`src/rtl/dmem_arbiter.sv`:
```
// Round-robin arbiter sharing the single-port data memory between the CPU (port 0) and the loader (port 1).
// Latency: an idle arbiter holds the memory for LATENCY cycles and pulses ack in the cycle after that.
// Backpressure: a requester holds req until its one-cycle ack; stall0 holds the CPU pipeline until then.
module dmem_arbiter #(
  parameter int DATA_WIDTH    = 32,
  parameter int ADDRESS_WIDTH = 32,
  parameter int LATENCY       = 2
) (
  input  logic                     clk,
  input  logic                     rst,
  input  logic                     req0,
  input  logic                     we0,
  input  logic [ADDRESS_WIDTH-1:0] addr0,
  input  logic [DATA_WIDTH-1:0]    wdata0,
  output logic                     ack0,
  output logic [DATA_WIDTH-1:0]    rdata0,
  output logic                     stall0,
  input  logic                     req1,
  input  logic                     we1,
  input  logic [ADDRESS_WIDTH-1:0] addr1,
  input  logic [DATA_WIDTH-1:0]    wdata1,
  output logic                     ack1,
  output logic [DATA_WIDTH-1:0]    rdata1,
  output logic                     mem_we,
  output logic [ADDRESS_WIDTH-1:0] mem_a,
  output logic [DATA_WIDTH-1:0]    mem_wd,
  input  logic [DATA_WIDTH-1:0]    mem_rd,
  output logic                     busy
);

  // Counter only needs to hold LATENCY-1; keep at least one bit for LATENCY=1.
  localparam int CW = (LATENCY > 1) ? $clog2(LATENCY) : 1;

  typedef enum logic [1:0] {IDLE, ACCESS, RESP} state_t;

  state_t                   state_q, state_d;
  logic [CW-1:0]            cnt_q, cnt_d;
  logic                     ack0_q, ack0_d;
  logic                     ack1_q, ack1_d;
  logic [DATA_WIDTH-1:0]    rdata0_q, rdata0_d;
  logic [DATA_WIDTH-1:0]    rdata1_q, rdata1_d;
  logic                     last_grant_q, last_grant_d;
  logic                     win_q, win_d;
  logic                     we_q, we_d;
  logic [ADDRESS_WIDTH-1:0] addr_q, addr_d;
  logic [DATA_WIDTH-1:0]    wdata_q, wdata_d;

  logic mreq0, mreq1;
  logic gnt_vld, gnt_port;

  // Arbitration: in RESP the just-acked port still shows req, so mask it out.
  always_comb begin
    mreq0    = req0 & ~((state_q == RESP) & (win_q == 1'b0));
    mreq1    = req1 & ~((state_q == RESP) & (win_q == 1'b1));
    gnt_vld  = mreq0 | mreq1;
    gnt_port = (mreq0 & mreq1) ? ~last_grant_q : mreq1;
  end

  // Next-state logic: grant/latch payload, count out the access window, pulse ack.
  always_comb begin
    state_d      = state_q;
    cnt_d        = cnt_q;
    ack0_d       = 1'b0;
    ack1_d       = 1'b0;
    rdata0_d     = rdata0_q;
    rdata1_d     = rdata1_q;
    last_grant_d = last_grant_q;
    win_d        = win_q;
    we_d         = we_q;
    addr_d       = addr_q;
    wdata_d      = wdata_q;
    case (state_q)
      IDLE, RESP: begin
        if (state_q == RESP) begin
          last_grant_d = win_q;
          state_d      = IDLE;
        end
        if (gnt_vld) begin
          win_d   = gnt_port;
          we_d    = gnt_port ? we1 : we0;
          addr_d  = gnt_port ? addr1 : addr0;
          wdata_d = gnt_port ? wdata1 : wdata0;
          cnt_d   = CW'(LATENCY - 1);
          state_d = ACCESS;
        end
      end
      ACCESS: begin
        if (cnt_q != '0) begin
          cnt_d = cnt_q - CW'(1);
        end else begin
          if (win_q) begin
            ack1_d = 1'b1;
            if (!we_q) rdata1_d = mem_rd;
          end else begin
            ack0_d = 1'b1;
            if (!we_q) rdata0_d = mem_rd;
          end
          state_d = RESP;
        end
      end
      default: state_d = IDLE;
    endcase
  end

  // State registers; reset aborts any access immediately.
  always_ff @(posedge clk or posedge rst) begin
    if (rst) begin
      state_q      <= IDLE;
      cnt_q        <= '0;
      ack0_q       <= 1'b0;
      ack1_q       <= 1'b0;
      rdata0_q     <= '0;
      rdata1_q     <= '0;
      last_grant_q <= 1'b1;
      win_q        <= 1'b0;
      we_q         <= 1'b0;
      addr_q       <= '0;
      wdata_q      <= '0;
    end else begin
      state_q      <= state_d;
      cnt_q        <= cnt_d;
      ack0_q       <= ack0_d;
      ack1_q       <= ack1_d;
      rdata0_q     <= rdata0_d;
      rdata1_q     <= rdata1_d;
      last_grant_q <= last_grant_d;
      win_q        <= win_d;
      we_q         <= we_d;
      addr_q       <= addr_d;
      wdata_q      <= wdata_d;
    end
  end

  // Memory drive only during ACCESS; the write strobe lands on the final window cycle.
  assign mem_we = (state_q == ACCESS) & we_q & (cnt_q == '0);
  assign mem_a  = (state_q == ACCESS) ? addr_q : '0;
  assign mem_wd = (state_q == ACCESS) ? wdata_q : '0;

  assign ack0   = ack0_q;
  assign ack1   = ack1_q;
  assign rdata0 = rdata0_q;
  assign rdata1 = rdata1_q;
  assign stall0 = req0 & ~ack0_q;
  assign busy   = (state_q != IDLE);

endmodule

```
`config.mk`:
```
export PLATFORM = sky130hd
export DESIGN_NAME = dmem_arbiter
export DESIGN_NICKNAME = d
export VERILOG_FILES = /design/src/rtl/dmem_arbiter.sv
export SDC_FILE = /design/constraint.sdc
export NUM_CORES = 1
export LEC_CHECK = 0
export BUFFER_PORTS_ARGS = -buffer_cell sky130_fd_sc_hd__buf_4
export CAP_MARGIN = 10
export CORE_UTILIZATION = 46
export DETAILED_ROUTE_END_ITERATION = 12
export PLACE_DENSITY = 0.8
export SYNTH_ARGS = -nofsm -noshare
export SYNTH_HDL_FRONTEND = slang
export SYNTH_SLANG_ARGS = --single-unit
```
`constraint.sdc`:
```
create_clock -name clk -period 4.5 [get_ports clk]
set_clock_uncertainty 0.05 [all_clocks]
set_input_delay 0.45 -clock clk [delete_from_list [all_inputs] [get_ports clk]]
set_output_delay 0.45 -clock clk [all_outputs]
set_load 0.05 [all_outputs]
```
==> results of run 1 <==
[per-stage QoR]
step           std cells  hold WS [ns]
6_report             991         0.158
5_1_grt              991         0.213
4_1_cts              991         0.194
2_1_floorplan        517         0.437
3_3_place_gp         959         0.421
3_5_place_dp         959         0.437
[cells in the final DEF (no fill, tap or decap), types with 4 or more instances in the layout]
master and count:
mux2_2 59, nor2_1 68, mux2_1 5, and2_1 65
a21oi_1 65, bufinv_16 4, clkbuf_16 17, buf_4 303
mux2i_1 65, dfrtp_1 135
[registers in the layout, indices dropped and copies added (netlist names)]
signal	cells
rdata0	32
ack1	1
last_grant_q	1
we_q	1
addr_q	32
rdata1	32
win_q	1
wdata_q	32
ack0	1
state_q	2
cnt_q	1
[layout make-up]
type                            instances  area, µm²
Clock buffer                           21        460
Multi-Input combinational cell        343       2540
Sequential cell                       136       3400
Fill cell                             944       3720
Inverter                                4       20.0
Tap cell                              172        215
Clock inverter                         11        171
Timing Repair Buffer                  304       2290
[worst reg2reg max path, cell delays in order, from the launching register on]
cell and delay [ns]:
dfrtp_1 0.50, a21bo_2 0.27, a221oi_4 0.86, buf_12 0.44, nor2_1 0.16, a21oi_1 0.13
[logic make-up (layout without fill, tap and decap cells)]
logic type,Yosys count,in the layout
mux,129,129
flops,136,136
compound gates,72,72
simple gates,142,142
buf+inv,38,340
[synth_stat cells (all sizes together)]
library cell | instances | area share
dfrtp | 135 | 0.55
a21o | 2 | 0.0024
o311ai | 1 | 0.0026
nor2b | 2 | 0.0020
a21bo | 1 | 0.0016
mux2i | 65 | 0.11
a21oi | 65 | 0.053
and2 | 65 | 0.066
nor2 | 68 | 0.042
a221oi | 1 | 0.0043
buf | 21 | 0.026
inv | 4 | 0.0024
mux2 | 64 | 0.12
nand3b | 1 | 0.0012
clkbuf | 13 | 0.0079
or2 | 1 | 0.0010
nor4 | 2 | 0.0069
nand2b | 1 | 0.0010
o22ai | 1 | 0.0010
nor3 | 2 | 0.0016
o21ai | 1 | 0.00081
dfstp | 1 | 0.0043
[routing by layer]
metal | vias to the layer above | track usage
met3 | 29 | 0.0945
met2 | 208 | 0.426
met5 | - | 0
met1 | 2345 | 0.275
li1 | 2347 | -
met4 | 0 | 0.106
[worst paths after layout]
| check | startpoint | endpoint | slack [ns] | cells after the start |
|---|---|---|---|---|
| worst max-delay path | state_q[0] | mem_wd[1] | 1.63 | 3 |
| worst min-delay path | rst | rdata1[23] | 0.16 | 2 |
| worst max register to register | state_q[1] | addr_q[23] | 2.02 | 5 |
| worst min register to register | rdata0[30] | rdata0[30] | 0.45 | 1 |
| max in group asynchronous | rst | addr_q[9] | 3.14 | 3 |
| min in group clk | mem_rd[27] | rdata1[27] | 0.21 | 2 |
==> flow_summary.ini, run 1 <==
[run_status]
status = completed

[flow_run]
maxCapViolCount = 0

[cts]
cts_buffers = 17
cts_sinks = 136
hold_buffers = 0
cts_root_buffer = clkbuf_16
htree_num_levels = 4
clockBufferDepth = 2
cts_tree = done
insertion_delay_ns = 0.41
post_cts_buffers = 0
cts-resized-gates = 0
clk_pin_slew_ns = 0.06

[critical_path]
required_ns = 4.00
cp_max_fo = 65
slowest_stage = nor2b_4
worstSetupStartpointType = register
cp-end-kind = output pin
arrival_ns = 2.37
critPathKind = reg -> out
worst-path-buf-inv = 1
critPathTopFamily = simple AND/OR/NAND/NOR gates
path_cells = nor2b_4 -> and2_1 -> buf_4
crit_path_max_incr_delay_ns = 0.95

[routing]
m1WireLength_um = 6300
top_layer = met4
routed_wl_um = 16600
wl_met3_um = 1490
vias_per_cell = 4.97
wl_per_cell_um = 16.8
vias = 4929
first_pass_iters = 4
ant_nets = 0
drtIter0Drc = 197
drcViolationCount = 0
wl_met2_um = 8380

[die]
core_area_um2 = 12800
io_pins = 299
dieArea_um2 = 13800
start_util = 0.480
die_x_um = 118
rows = 41
die_h_um = 118

[global_routing]
track_usage = 0.249
grt_pass1_wl_um = 26800
grt_max_degree = 108
antenna_found_initial = 0
grt_pass1_vias = 5240
overflow = 0

[synth]
muxShareOfSynthArea = 0.223
syn-cell-area_um2 = 6150
synth_area_per_cell_um2 = 11.9
yosysUniqueCellTypes = 25
synth_top_family_by_area = multiplexers
ys_seq_area_frac = 0.554
synthSimpleGateAreaFrac = 0.121
synth_xor_area_frac = 0
netlist_instances = 517
ys_ff_latch = 136
syn-num-nets = 683
synth_fa_ha_area_frac = 0
synth_warnings = 0
synth_compound_area_frac = 0.0657

[sta]
clock.fmax_mhz = 348
fin_crit_ns = 2.87
setup_slack_ns = 1.63
relSlewSlack = 0.250
setup_viol = 0
hold_violations = 0
fin_tns_setup_ns = 0
period_share = 0.638
rsz0062_at_grt = false
max_slew.worst_pin.slew_ns = 1.12
slew_viol_final = 0

[final_layout]
fin_area_um2 = 9110
layout-drive-gt1-share = 0.491
insertedDiodeCount = 0
nNetsFinal = 972
syn_to_final_growth_pct = 48.1
final_core_util = 0.710

[placed_design]
routabilityCongestion = 0.824
hpwlAfterDp_um = 12100
place_area_um2 = 8470
numPortBuffers = 298
place_ws_ns = 2.02

[worst_hold_path]
hold_path.class = in -> async
Power of run 1 is left out: the tool's default activity adds up to more than one toggle a clock period on the data nets, which glitch-free logic cannot reach.
==> run 2: changes to the inputs <==
clock period = 2.95 ns   (was 4.5 ns; I/O delays follow)
==> run 2 against run 1 <==
  * Die area did not move
  * First-iteration DRC count grew 9.6%
  * Sequential cell count unchanged
  * Non-clock buffer count up 3
  * Setup slack got worse by 1.1 ns
  * Register-to-register slack got worse by 1.1 ns
  * Final cell count rose by 0.30%
  * Critical path type unchanged
  * Largest cell class unchanged
==> flow_summary.ini, run 2 (synthesized netlist as in run 1, its figures left out) <==
[sta]
setup_viol = 0
period_share = 0.832
fin_crit_ns = 2.45
slew_viol_final = 0
max_slew.worst_pin.slew_ns = 0.721
relSlewSlack = 0.519
clock.fmax_mhz = 408
hold_violations = 0
rsz0062_at_grt = false
fin_tns_setup_ns = 0

[routing]
vias_per_cell = 4.95
vias = 4923
drtIter0Drc = 216
wl_per_cell_um = 16.2
ant_nets = 0
routed_wl_um = 16100
first_pass_iters = 4
drcViolationCount = 0

[global_routing]
antenna_found_initial = 0
track_usage = 0.238
grt_pass1_wl_um = 25700
overflow = 0
grt_max_degree = 137
grt_pass1_vias = 5166

[final_layout]
multi_input_area_um2 = 2540
final_cell_mix = 304 x buf_4, 135 x dfrtp_1, 68 x nor2_1
mostFrequentLayoutCell = buf_4
layout.area.seq_um2 = 3400
layout-drive-gt1-share = 0.495
nNetsFinal = 975
syn_to_final_growth_pct = 47.8
fillers = 983
insertedDiodeCount = 0

[critical_path]
path_cells = nor2b_4 -> buf_4 -> and2_1 -> buf_4
endpoint = mem_wd[31]
crit_path_max_incr_delay_ns = 0.55
slowest_stage = nor2b_4
cp_num_cells = 4
rr_endpoint = rdata1[24]
reg2reg_depth = 4
critPathKind = reg -> out
cp-end-kind = output pin
worstSetupStartpointType = register
path_common_cell = buf_4
crit_start = state_q[0]
worst-path-buf-inv = 2
cp_max_fo = 32
arrival_ns = 2.11
r2r_start = state_q[1]
required_ns = 2.61
r2r_setup_slack_ns = 0.92
critPathTopFamily = simple AND/OR/NAND/NOR gates

[die]
dieArea_um2 = 13800
die_x_um = 118
io_pins = 299
start_util = 0.480
core_area_um2 = 12800
die_h_um = 118
rows = 41

[cts]
htree_num_levels = 4
cts-resized-gates = 0
hold_buffers = 0
cts_buffers = 17
clk_pin_slew_ns = 0.06
cts_root_buffer = clkbuf_16
clockBufferDepth = 2
cts_sinks = 136
post_cts_buffers = 0
cts_tree = done
insertion_delay_ns = 0.41

[worst_hold_path]
hold_path.class = in -> async

[flow_run]
maxCapViolCount = 0

[run_status]
status = completed

[placed_design]
numPortBuffers = 298
routabilityCongestion = 0.836
hpwlAfterDp_um = 12000
-- run 2: cell count changes in the layout (fill, tap and decap cells not counted) --
cell,before,now
inv_6,1,5
clkbuf_1,2,0
clkinv_2,2,3
buf_12,1,3
buf_4,303,304
clkbuf_8,2,0
bufinv_16,4,1
clkinv_4,3,5
-- run 2: layer usage --
metal	GRT usage	vias up	routed length, µm
met2	0.418	210	8340
li1	-	2359	-
met1	0.255	2321	5900
met3	0.0828	33	1430
met5	0	-	0
met4	0.111	0	418
-- run 2: worst min-delay path: cells and delay by family --
kind | cells | cell delay (ns)
buffers and inverters | 3 | 0.69
-- run 2: cell type report --
class | instances | area share
repair buffers | 307 | 0.258
clock buffers | 17 | 0.0468
flip-flops and latches | 136 | 0.375
inverters | 4 | 0.00207
clock inverters | 15 | 0.0154
well taps | 172 | 0.0237
multi-input cells | 343 | 0.280
-- run 2: worst min path at each step --
stage,start,endpoint,cells past startpoint
2_1_floorplan,mem_rd[14],rdata0[14],1
3_3_place_gp,rdata1[26],rdata1[26],1
3_5_place_dp,rdata0[30],rdata0[30],1
4_1_cts,mem_rd[31],rdata0[31],2
5_1_grt,rst,addr_q[29],3
6_report,rst,addr_q[27],3
-- run 2: stage by stage --
stage / setup slack (ns) / util / std cells / cell area (µm²) / hold WS (ns)
3_5_place_dp: 0.913 / 0.664 / 962 / 8520 / 0.430
6_report: 0.496 / 0.708 / 994 / 9090 / 0.0332
4_1_cts: 0.458 / 0.708 / 994 / 9090 / 0.0381
2_1_floorplan: 0.913 / - / 517 / 6150 / 0.380
3_3_place_gp: 0.990 / 0.664 / 962 / 8520 / 0.422
5_1_grt: 0.333 / 0.708 / 994 / 9090 / 0.0496
Power of run 2 is left out for the same reason.
